File: src/rtl/mul_pkg.sv
// Shared definitions for the sequential multiplier front-end: operand and
// product widths, the controller state encoding and the FIFO entry packing.
package mul_pkg;

   localparam int OP_W   = 4;
   localparam int PROD_W = 8;
   localparam int ENTRY_W = 2 * OP_W;

   typedef enum logic [2:0] {
      IDLE  = 3'd0,
      LOAD  = 3'd1,
      START = 3'd2,
      WAIT  = 3'd3,
      HOLD  = 3'd4
   } state_t;

   // Multiplicand sits in the upper half of a FIFO entry, multiplier in the lower.
   function automatic logic [ENTRY_W-1:0] packPair(input logic [OP_W-1:0] a,
                                                   input logic [OP_W-1:0] b);
      return {a, b};
   endfunction

endpackage

File: src/rtl/op_fifo.sv
// Operand-pair FIFO with show-ahead head output and a registered ready flag
// that stays low while reset is asserted.
module op_fifo #(
   parameter int FIFO_DEPTH = 4
) (
   input  logic       clock,
   input  logic       reset_n,
   input  logic       push,
   input  logic       pop,
   input  logic [7:0] pushData,
   output logic [7:0] popData,
   output logic       full,
   output logic       empty,
   output logic       ready
);

   localparam int PTR_W = (FIFO_DEPTH > 1) ? $clog2(FIFO_DEPTH) : 1;
   localparam logic [PTR_W:0] DEPTH_C = (PTR_W + 1)'(FIFO_DEPTH);

   logic [7:0]       mem [FIFO_DEPTH];
   logic [PTR_W-1:0] wrPtr;
   logic [PTR_W-1:0] rdPtr;
   logic [PTR_W:0]   count;
   logic [PTR_W:0]   countNext;
   logic             doPush;
   logic             doPop;

   assign full    = (count == DEPTH_C);
   assign empty   = (count == '0);
   assign doPush  = push && !full;
   assign doPop   = pop && !empty;
   assign popData = mem[rdPtr];

   // Occupancy after this edge; a simultaneous push and pop leaves it unchanged.
   always_comb begin
      countNext = count;
      if (doPush && !doPop) begin
         countNext = count + 1'b1;
      end else if (!doPush && doPop) begin
         countNext = count - 1'b1;
      end
   end

   // Pointers are exactly log2(depth) bits wide, so incrementing wraps them modulo the depth.
   always_ff @(posedge clock or negedge reset_n) begin
      if (!reset_n) begin
         wrPtr <= '0;
         rdPtr <= '0;
         count <= '0;
         ready <= 1'b0;
      end else begin
         if (doPush) begin
            wrPtr <= wrPtr + 1'b1;
         end
         if (doPop) begin
            rdPtr <= rdPtr + 1'b1;
         end
         count <= countNext;
         ready <= (countNext != DEPTH_C);
      end
   end

   // Storage array needs no reset: occupancy decides which entries are meaningful.
   always_ff @(posedge clock) begin
      if (doPush) begin
         mem[wrPtr] <= pushData;
      end
   end

endmodule

File: src/rtl/mul_seq.sv
// Sequencer that queues signed operand pairs, drives an external multiplier
// stage with a start pulse, waits for it to settle and hands back the product.
module mul_seq
   import mul_pkg::*;
#(
   parameter int FIFO_DEPTH  = 4,
   parameter int WAIT_CYCLES = 2
) (
   input  logic              clock,
   input  logic              reset_n,
   input  logic              in_valid,
   input  logic [OP_W-1:0]   in_a,
   input  logic [OP_W-1:0]   in_b,
   output logic              in_ready,
   output logic [OP_W-1:0]   mul_multiplicand,
   output logic [OP_W-1:0]   mul_multiplier,
   output logic              mul_start,
   input  logic [PROD_W-1:0] mul_product,
   input  logic              mul_busy,
   output logic              res_valid,
   output logic [PROD_W-1:0] res_product,
   input  logic              res_ready
);

   localparam logic [3:0] WAIT_INIT = 4'(WAIT_CYCLES);

   state_t               state;
   state_t               stateNext;
   logic [3:0]           waitCnt;
   logic                 fifoPush;
   logic                 fifoPop;
   logic                 fifoFull;
   logic                 fifoEmpty;
   logic [ENTRY_W-1:0]   fifoHead;
   logic                 leaveWait;

   assign fifoPush  = in_valid && in_ready && !fifoFull;
   assign leaveWait = (state == WAIT) && (waitCnt == '0) && !mul_busy;

   op_fifo #(
      .FIFO_DEPTH(FIFO_DEPTH)
   ) u_fifo (
      .clock   (clock),
      .reset_n (reset_n),
      .push    (fifoPush),
      .pop     (fifoPop),
      .pushData(packPair(in_a, in_b)),
      .popData (fifoHead),
      .full    (fifoFull),
      .empty   (fifoEmpty),
      .ready   (in_ready)
   );

   // Next-state logic; the FIFO head is popped on whichever edge enters LOAD.
   always_comb begin
      stateNext = state;
      fifoPop   = 1'b0;
      mul_start = 1'b0;
      case (state)
         IDLE: begin
            if (!fifoEmpty) begin
               stateNext = LOAD;
               fifoPop   = 1'b1;
            end
         end
         LOAD: begin
            stateNext = START;
         end
         START: begin
            mul_start = 1'b1;
            stateNext = WAIT;
         end
         WAIT: begin
            if (leaveWait) begin
               stateNext = HOLD;
            end
         end
         HOLD: begin
            if (res_ready) begin
               if (!fifoEmpty) begin
                  stateNext = LOAD;
                  fifoPop   = 1'b1;
               end else begin
                  stateNext = IDLE;
               end
            end
         end
         default: begin
            stateNext = IDLE;
         end
      endcase
   end

   // State register; reset abandons whatever pair was in flight.
   always_ff @(posedge clock or negedge reset_n) begin
      if (!reset_n) begin
         state <= IDLE;
      end else begin
         state <= stateNext;
      end
   end

   // Operands are captured at the pop and held untouched until the next pop.
   always_ff @(posedge clock or negedge reset_n) begin
      if (!reset_n) begin
         mul_multiplicand <= '0;
         mul_multiplier   <= '0;
      end else if (fifoPop) begin
         mul_multiplicand <= fifoHead[ENTRY_W-1:OP_W];
         mul_multiplier   <= fifoHead[OP_W-1:0];
      end
   end

   // Settle counter: loaded while the start pulse is out, counts down to zero in WAIT.
   always_ff @(posedge clock or negedge reset_n) begin
      if (!reset_n) begin
         waitCnt <= '0;
      end else if (state == START) begin
         waitCnt <= WAIT_INIT;
      end else if ((state == WAIT) && (waitCnt != '0)) begin
         waitCnt <= waitCnt - 1'b1;
      end
   end

   // Result register: product captured raw when WAIT ends, held until accepted.
   always_ff @(posedge clock or negedge reset_n) begin
      if (!reset_n) begin
         res_valid   <= 1'b0;
         res_product <= '0;
      end else if (leaveWait) begin
         res_valid   <= 1'b1;
         res_product <= mul_product;
      end else if ((state == HOLD) && res_ready) begin
         res_valid   <= 1'b0;
      end
   end

endmodule

File: config.mk
export PLATFORM = sky130hd
export DESIGN_NAME = mul_seq
export DESIGN_NICKNAME = d
export VERILOG_FILES = /design/src/rtl/mul_pkg.sv /design/src/rtl/op_fifo.sv /design/src/rtl/mul_seq.sv
export SDC_FILE = /design/constraint.sdc
export NUM_CORES = 1
export LEC_CHECK = 0
export ABC_AREA = 1
export CORE_MARGIN = 2
export CORE_UTILIZATION = 40
export CTS_CLUSTER_SIZE = 40
export DETAILED_ROUTE_END_ITERATION = 12
export GPL_TIMING_DRIVEN = 0
export MAX_ROUTING_LAYER = met4
export SLEW_MARGIN = 20
export SYNTH_ARGS = -nofsm -noshare
export SYNTH_HDL_FRONTEND = slang
export SYNTH_HIERARCHICAL = 1
export SYNTH_SLANG_ARGS = --single-unit
export TNS_END_PERCENT = 30
File: constraint.sdc
create_clock -name clock -period 3.2 [get_ports clock]
set_input_delay 0.8 -clock clock [delete_from_list [all_inputs] [get_ports clock]]
set_output_delay 0.8 -clock clock [all_outputs]
set_load 0.02 [all_outputs]
# == Yosys cells after proc, flatten, opt, wreduce, memory -nomap -nowiden ==
# Memories as Yosys holds them, arrays and structs flattened. A register that Yosys moved wholly into a read port is not among the register bits.
# Index checks and enable logic that the tools add are counted.
# op_classes
add_sub_neg,5
n_mul,0
div_mod_pow,0
order_cmp,0
eq_ne,9
shifts,0
mux,17
bitwise,0
reduce_logical,23
# op_table
op,n
2-to-1 mux 3 bit,5
one-hot mux 3 bit (5 select lines),1
logical AND 1 bit,10
2-to-1 mux 1 bit,8
2-to-1 mux 4 bit,2
== test 3 x 2 -> 1 bit (second input constant),2
== test 3 bit (second input constant),2
logical NOT 1 bit,6
logical NOT 3 bit,2
inequality test 2 bit (second input constant),3
adder 2 x 1 -> 2 bit (second input constant),2
logical NOT 4 bit,1
nonzero test 2 bit,2
nonzero test 4 bit,1
subtractor 4 x 1 -> 4 bit (second input constant),1
adder 3 x 1 -> 3 bit (second input constant),1
== test 3 x 1 -> 1 bit (second input constant),1
inequality test 3 bit (second input constant),1
AND reduction 3 bit,1
subtractor 3 x 1 -> 3 bit (second input constant),1
one-hot mux 1 bit (2 select lines),1
# word_totals
reg_bits,24
latch_bits,0
ramBits,32
mem_bits_ro,0
out_inout_bits,19
wordCells,63
n_memories,1
# mem_list
memory,words,word_bits,rd,rd_ports_with_merged_regs,wr,line,rtl
u_fifo.mem,4,8,1,1,1,op_fifo.sv:20,logic [7:0] mem [FIFO_DEPTH];

# == Depth between registers and ports, before layout ==
# Gate-level depths: netlist (run 1).
# logic_depth
word_depth,9
mapped_depth,14
ltp_nobuf,14

# == By module ==
# Netlist (run 1), hierarchy kept.
# modules_own_cells
module,instances,cells_each,area_per_inst_um2,seq_area_each_um2
op_fifo,1,143,1730.4,1161.1
mul_seq,1,128,1106.1,600.6

# == Worst setup path after synthesis (run 1) ==
# No wires, ideal clock.
# synth_timing
path_kind,flip-flop to flip-flop
start,register u_fifo.count[0]
end,"memory u_fifo.mem[0][0], enable pin"
setup_ns,0.371
arrival_ns,1.518
required_time_ns,2.829
slack_ns,1.311
stages_incl_launch_ff,8
path_buffers,0
synth_period_minus_slack_ns,1.889
path_cell_list,dfrtp_1 inv_1 ha_1 nand2_2 inv_1 nor2_1 nand2_4 nor2_1
# synth_via
elab_chain_len,6
# synth_lines
item,line,rtl
"start, declared",op_fifo.sv:23,logic [PTR_W:0] count;
"start signal, assigned",op_fifo.sv:58,count <= countNext;
== test 3 bit,op_fifo.sv:28,assign full = (count == DEPTH_C);
net fifoFull,mul_seq.sv:32,logic fifoFull;
logical NOT 1 bit,mul_seq.sv:37,assign fifoPush = in_valid && in_ready && !fifoFull;
logical AND 1 bit,mul_seq.sv:37,
net fifoPush,mul_seq.sv:30,logic fifoPush;
logical AND 1 bit,op_fifo.sv:30,assign doPush = push && !full;
2-to-1 mux 1 bit,op_fifo.sv:65,if (doPush) begin
2-to-1 mux 1 bit (implied by the code),op_fifo.sv:66,mem[wrPtr] <= pushData;
"end, declared",op_fifo.sv:20,
# The timed path passes the listed nets, and every way through them passes these cells.

# == Final worst setup path (run 1) ==
# layout_timing
start,register state[2]
end,output mul_start
# layout_via
elab_chain_len,2
# layout_lines
item,line,rtl
"start, declared",mul_seq.sv:27,state_t state;
"start signal, assigned",mul_seq.sv:99,state <= stateNext;
== test 3 x 2 -> 1 bit,mul_seq.sv:59,case (state)
2-to-1 mux 1 bit,mul_seq.sv:59,
"end, declared",mul_seq.sv:17,"output logic mul_start,"
# Every way passes these cells.

==> results of run 1 <==
-- metrics by stage --
| step | hold slack (ns) | instance area (um2) |
|---|---|---|
| after floorplan | 0.442 | 2840 |
| after global placement | 0.456 | 3350 |
| after detailed placement | 0.464 | 3360 |
| after CTS | 0.316 | 3540 |
| after global routing | 0.325 | 3540 |
| final | 0.324 | 3540 |
-- report_power, final --
group | switching, mW | internal [mW] | leakage, nW
registers | 0.130 | 1.14 | 0.680
logic | 0.908 | 0.561 | 0.785
clock network | 0.287 | 0.357 | 0.0880
-- registers in the layout, indices dropped and copies added (netlist names) --
name	flops
u_fifo/ready	1
u_fifo/wrPtr	2
u_fifo/mem	32
mul_multiplicand	4
u_fifo/count	3
res_product	8
waitCnt	4
res_valid	1
state	3
u_fifo/rdPtr	2
mul_multiplier	4
-- worst paths after layout --
kind	startpoint	endpoint	slack [ns]
min in group clock	res_product[4]$_DFFE_PN0P_	res_product[4]$_DFFE_PN0P_	0.47
worst min-delay path	reset_n	mul_multiplier[3]$_DFFE_PN0P_	0.32
worst max-delay path	state[2]$_DFFE_PN0P_	mul_start	0.62
worst max register to register	u_fifo/count[0]$_DFF_PN0_	u_fifo/mem[0][2]$_DFFE_PP_	0.97
worst min register to register	res_product[4]$_DFFE_PN0P_	res_product[4]$_DFFE_PN0P_	0.47
max in group asynchronous	reset_n	u_fifo/rdPtr[0]$_DFFE_PN0P_	2.47
-- area by class of cell --
type / instances / area (um2) / area share, %
plain buffers: 5 / 30.0 / 0.847
well taps: 96 / 120 / 3.39
multi-input cells: 176 / 945 / 26.7
flip-flops and latches: 64 / 1760 / 49.7
repair buffers: 40 / 405 / 11.4
clock buffers: 12 / 135 / 3.81
clock inverters: 4 / 46.3 / 1.31
inverters: 26 / 100 / 2.82
-- logic make-up (layout without fill, tap and decap cells) --
group                      Yosys count  in the layout  share of synthesized area [%]
AOI/OAI and AO/OA                   33             33                           7.23
adders and majority gates            9              9                           3.97
xor gates and xnor gates             2              2                          0.618
and+or+nand+nor                    132            132                           21.5
DFF                                 64             64                           62.1
buffers and inverters               31             87                           4.59
-- cell usage after synthesis (all sizes together) --
master	number
nand3b	1
ha	9
nand3	17
edfxtp	32
dfrtp	32
o22ai	8
o21ai	19
nand4	3
o211ai	2
or2	1
nand2	78
nor3	1
inv	26
nor2	31
a21oi	4
buf	5
xor2	2
-- routing by layer --
| metal | track usage [%] | part of all wire (%) |
|---|---|---|
| met5 | - | 0 |
| met4 | 8.54 | 1.6 |
| met3 | 3.45 | 3.2 |
| met2 | 26.2 | 50 |
| met1 | 20.0 | 45 |
-- placed cells by master (no fill, tap or decap), types with 3 or more instances in the layout --
cell type         n
buf_2             4
clkbuf_1          3
clkbuf_8          9
clkdlybuf4s50_1  38
dfrtp_1          32
edfxtp_1         32
ha_1              9
inv_1            22
inv_2             3
nand2_1          67
nand2_2           6
nand2_4           5
nand3_1          16
nand4_1           3
nor2_1           27
o21ai_0          18
o22ai_1           8
==> flow_metrics.env, run 1 <==
export IMPL_status="completed"
export IMPL_ctsResizeCount=0
export IMPL_yosys_top_cells_area="edfxtp_1 34%, dfrtp_1 28%, nand2_1 8.9%"
export IMPL_start_kind="flip-flop"
export IMPL_drive_above_1_share_pct=13.1
export IMPL_critical_path_class="flip-flop to output pin"
export IMPL_gp_congestion=0.744
export IMPL_max_stage_delay_ns=0.60
export IMPL_hold_buffers=0
export IMPL_hold_viol_final=0
export IMPL_post_cts_buffers=0
export IMPL_cpLargestDelayFamily="buffers and inverters"
export IMPL_wirelength_um=5560
export IMPL_p_leak_nw=1.55
export IMPL_r2r_cells=7
export IMPL_hpwl_um=3910
export IMPL_clkLatencyLatePin_ns=0.33
export IMPL_total_power_mw=3.38
export IMPL_grt_pass1_vias=1985
export IMPL_drc=0
export IMPL_dieArea_um2=7780
export IMPL_globalRouteOverflowTotal=0
export IMPL_critical_path_arrival_ns=1.78
export IMPL_dp_cells=407
export IMPL_rows=30
export IMPL_cp_num_buf_inv=2
export IMPL_wl_per_cell_um=13.1
export IMPL_grt_pass1_wl_um=9250
export IMPL_syn_instance_count=271
export IMPL_cp_required_ns=2.40
export IMPL_worst_path_stages=4
export IMPL_drt_iter0_markers=142
export IMPL_grt_max_degree=24
export IMPL_setup_viol=0
export IMPL_worst_slew_pin_slew_ns=0.818
export IMPL_cts_tree="built"
export IMPL_num_antenna_cells=0
export IMPL_antenna_found_initial=0
export IMPL_finalCritPeriodShare_pct=80.5
export IMPL_fill_cells=649
export IMPL_ys_ff_latch=64
export IMPL_syn_num_nets=301
export IMPL_io_buffers=39
export IMPL_rsz0062_at_grt="no"
export IMPL_htree_levels=3
export IMPL_fin_skew_ns=0.00845
export IMPL_groute_usage_overall_pct=16.6
export IMPL_timing_slew_headroom_pct=45.2
export IMPL_cts_buffers=9
export IMPL_max_cap_viol_count=0
export IMPL_core_area_um2=6830
export IMPL_hp_class="input pin to async pin"
export IMPL_synth_top_area_share_pct=33.9
export IMPL_slowest_stage="clkdlybuf4s50_1"
export IMPL_final_util_pct=51.9
export IMPL_yosysTopAreaCell="edfxtp_1"
export IMPL_viasPerCell=4.69
export IMPL_dp_slack_ns=0.516
export IMPL_finalSetupTns_ns=0
export IMPL_ys_seq_area_share_pct=62.1
export IMPL_initial_core_util_pct=41.5
export IMPL_io_pins=40
export IMPL_cp_end_kind="output pin"
export IMPL_via_count=1983
export IMPL_period_needed_ns=2.58
export IMPL_ant_nets=0
export IMPL_path_max_fanout=4
export IMPL_clk_pin_slew_ns=0.07
export IMPL_vdd_drop_max_mv=0.459
export IMPL_path_cells="nor2_1 > nand2_1 > inv_1 > clkdlybuf4s50_1"
export IMPL_slew_viol_final=0
export IMPL_timing_final_ws_setup_ns=0.624
export IMPL_drt_first_pass_iters=5
export IMPL_final_cell_count_no_fill=423
export IMPL_cts_root_buf="clkbuf_8"
export IMPL_ys_warn_count=6
export IMPL_cts_sinks=64
export IMPL_ctsLongestPathBuffers=2
export IMPL_fmaxAchievable_mhz=388
export IMPL_die_w_um=88.2
export IMPL_die_h_um=88.2
export IMPL_syn_area_um2=2840
export IMPL_p_per_area_nw_per_um2=955
export IMPL_syn_avg_cell_area_um2=10.5
export IMPL_ys_types=29
export IMPL_nets=352
export IMPL_syn2layout_area_growth_pct=24.9
Note: power is estimated with default switching activity, not from simulation.
==> run 2: changes to the inputs <==
==> constraint.sdc (replaced) <==
create_clock -name clock -period 2.1 [get_ports clock]
set_input_delay 0.525 -clock clock [delete_from_list [all_inputs] [get_ports clock]]
set_output_delay 0.525 -clock clock [all_outputs]
set_load 0.02 [all_outputs]
==> run 2 against run 1 <==
Compared with the run above: via count is 0.30% lower; cell count is the same; first-iteration DRC count grew 0.70%; sequential power rose by 52%; wire length increased by 0.38%; worst setup slack got worse by 0.53 ns.
==> flow_metrics.env, run 2 (synthesis gave the netlist of run 1 again) <==
export IMPL_status="completed"
export IMPL_fill_cells=652
export IMPL_via_count=1977
export IMPL_setup_viol=0
export IMPL_cts_root_buf="clkbuf_8"
export IMPL_clk_pin_slew_ns=0.07
export IMPL_start_kind="flip-flop"
export IMPL_io_pins=40
export IMPL_drt_first_pass_iters=4
export IMPL_cts_buffers=9
export IMPL_met2_usage_pct=26.3
export IMPL_final_util_pct=52.0
export IMPL_critical_path_arrival_ns=2.22
export IMPL_fin_skew_ns=0.00835
export IMPL_globalRouteOverflowTotal=0
export IMPL_power_frac_seq_pct=37.4
export IMPL_p_per_area_nw_per_um2=1460
export IMPL_rows=30
export IMPL_fmaxAchievable_mhz=498
export IMPL_grt_max_degree=24
export IMPL_total_power_mw=5.17
export IMPL_layout_common_cells="67 x nand2_1, 37 x clkdlybuf4s50_1, 32 x dfrtp_1, 32 x edfxtp_1, 23 x nor2_1"
export IMPL_layout_commonest_cell="nand2_1"
export IMPL_period_needed_ns=2.01
export IMPL_multi_input_area_um2=957
export IMPL_power_frac_clock_pct=19.0
export IMPL_hold_buffers=0
export IMPL_critical_path_class="flip-flop to flip-flop"
export IMPL_hp_class="input pin to async pin"
export IMPL_worst_slew_pin_slew_ns=0.509
export IMPL_gp_congestion=0.744
export IMPL_ctsLongestPathBuffers=2
export IMPL_internal_power_mw=3.14
export IMPL_cp_required_ns=2.32
export IMPL_regToRegStartpoint="u_fifo/count[0]$_DFF_PN0_"
export IMPL_syn2layout_area_growth_pct=25.2
export IMPL_p_leak_nw=1.56
export IMPL_regMostFlops="u_fifo/mem"
export IMPL_viasPerCell=4.67
export IMPL_grt_busiest_layer="met2"
export IMPL_drc=0
export IMPL_drt_iter0_markers=143
export IMPL_ff_latch_area_um2=1760
export IMPL_drive_above_1_share_pct=15.0
export IMPL_groute_usage_overall_pct=16.6
export IMPL_antenna_found_initial=0
export IMPL_num_antenna_cells=0
export IMPL_combPwrFrac_pct=43.6
export IMPL_hold_viol_final=0
export IMPL_path_max_fanout=12
export IMPL_dieArea_um2=7780
export IMPL_top_regs="u_fifo/mem (32), res_product (8)"
export IMPL_max_cap_viol_count=0
export IMPL_power_switching_mw=2.04
export IMPL_initial_core_util_pct=41.5
export IMPL_hpwl_um=3910
export IMPL_r2r_cells=13
export IMPL_ant_nets=0
export IMPL_die_w_um=88.2
export IMPL_cp_end_kind="flip-flop"
export IMPL_p_sw_share_pct=39.4
export IMPL_slew_viol_final=0
export IMPL_rsz0062_at_grt="yes"
export IMPL_timing_slew_headroom_pct=66.0
export IMPL_largest_reg_flops=32
export IMPL_grt_pass1_vias=1994
export IMPL_die_h_um=88.2
export IMPL_cts_sinks=64
export IMPL_grt_pass1_wl_um=9300
export IMPL_finalCritPeriodShare_pct=95.6
export IMPL_nets=352
export IMPL_clkLatencyLatePin_ns=0.33
export IMPL_met3_usage_pct=3.45
export IMPL_startpoint="u_fifo/count[0]$_DFF_PN0_"
export IMPL_vdd_drop_max_mv=0.676
export IMPL_wirelength_um=5580
export IMPL_core_area_um2=6830
export IMPL_gr_usage_met1_pct=20.1
export IMPL_io_buffers=39
export IMPL_finalSetupTns_ns=0
export IMPL_wl_per_cell_um=13.2
export IMPL_cts_tree="built"
export IMPL_htree_levels=3
==> run 2: cell count changes in the layout (fill, tap and decap cells not counted), sizes merged <==
cell,delta
clkdlybuf4s50,-1
clkbuf,+1
==> run 2: metrics by stage <==
step	area, um2	worst slack (ns)	hold WS (ns)	cells
finish	3550	0.0925	0.0490	423
global route	3550	-0.113	0.0500	423
CTS	3550	-0.0720	0.0410	423
detailed placement	3360	-0.309	0.406	407
global placement	3350	-0.285	0.456	406
floorplan	2840	0.211	0.229	271
==> run 2: path summary, 6_finish.rpt <==
path | to | slack, ns
min in group clock | res_product[4]$_DFFE_PN0P_ | 0.47
hold reg to reg | res_product[4]$_DFFE_PN0P_ | 0.47
max in group asynchronous | u_fifo/rdPtr[0]$_DFFE_PN0P_ | 1.65
hold / removal | mul_multiplier[3]$_DFFE_PN0P_ | 0.05
setup / recovery | u_fifo/ready$_DFF_PN0_ | 0.09
setup reg to reg | u_fifo/ready$_DFF_PN0_ | 0.09
==> run 2: layer usage <==
layer | vias to the layer above | wire, um
li1 | 1001 | -
met1 | 939 | 2550
met2 | 29 | 2790
met3 | 8 | 150
met4 | 0 | 89
met5 | - | 0
==> run 2: final cells by class <==
cell class              count  share of cell area (%)
repair buffers             40                    11.3
flip-flops and latches     64                    49.6
clock buffers              12                    3.81
plain buffers               5                   0.846
well taps                  96                    3.38
inverters                  26                    2.82
clock inverters             4                    1.30
multi-input cells         176                    27.0
==> run 2: repair_timing <==
action                                  in CTS  in global routing
gates resized for setup                      4                  4
endpoints found under the setup margin      34                 19
cloned                                       0                  0
endpoints found under the hold margin        0                  0
pin swaps                                    0                  1
setup buffers                                0                  0
==> run 2: worst max-delay path, stage by stage (launching register included) <==
cell and delay (ns):
dfrtp_1 0.40, inv_1 0.12, ha_2 0.25, nand2_4 0.09, inv_1 0.08, inv_1 0.08
o211ai_4 0.18, inv_4 0.16, nand2_4 0.14, nand2_4 0.06, nand3_1 0.11, nand2_2 0.06
nor2_1 0.11, nand2_1 0.06
==> run 2: power groups by stage <==
stage / Sequential [mW] / Combinational (mW) / Clock [mW]
floorplan: 2.12 / 1.33 / 0
global placement: 1.95 / 2.21 / 0
detailed placement: 1.96 / 2.26 / 0
CTS: 1.94 / 2.27 / 1.02
global route: 1.97 / 2.56 / 1.08
finish: 1.93 / 2.26 / 0.984
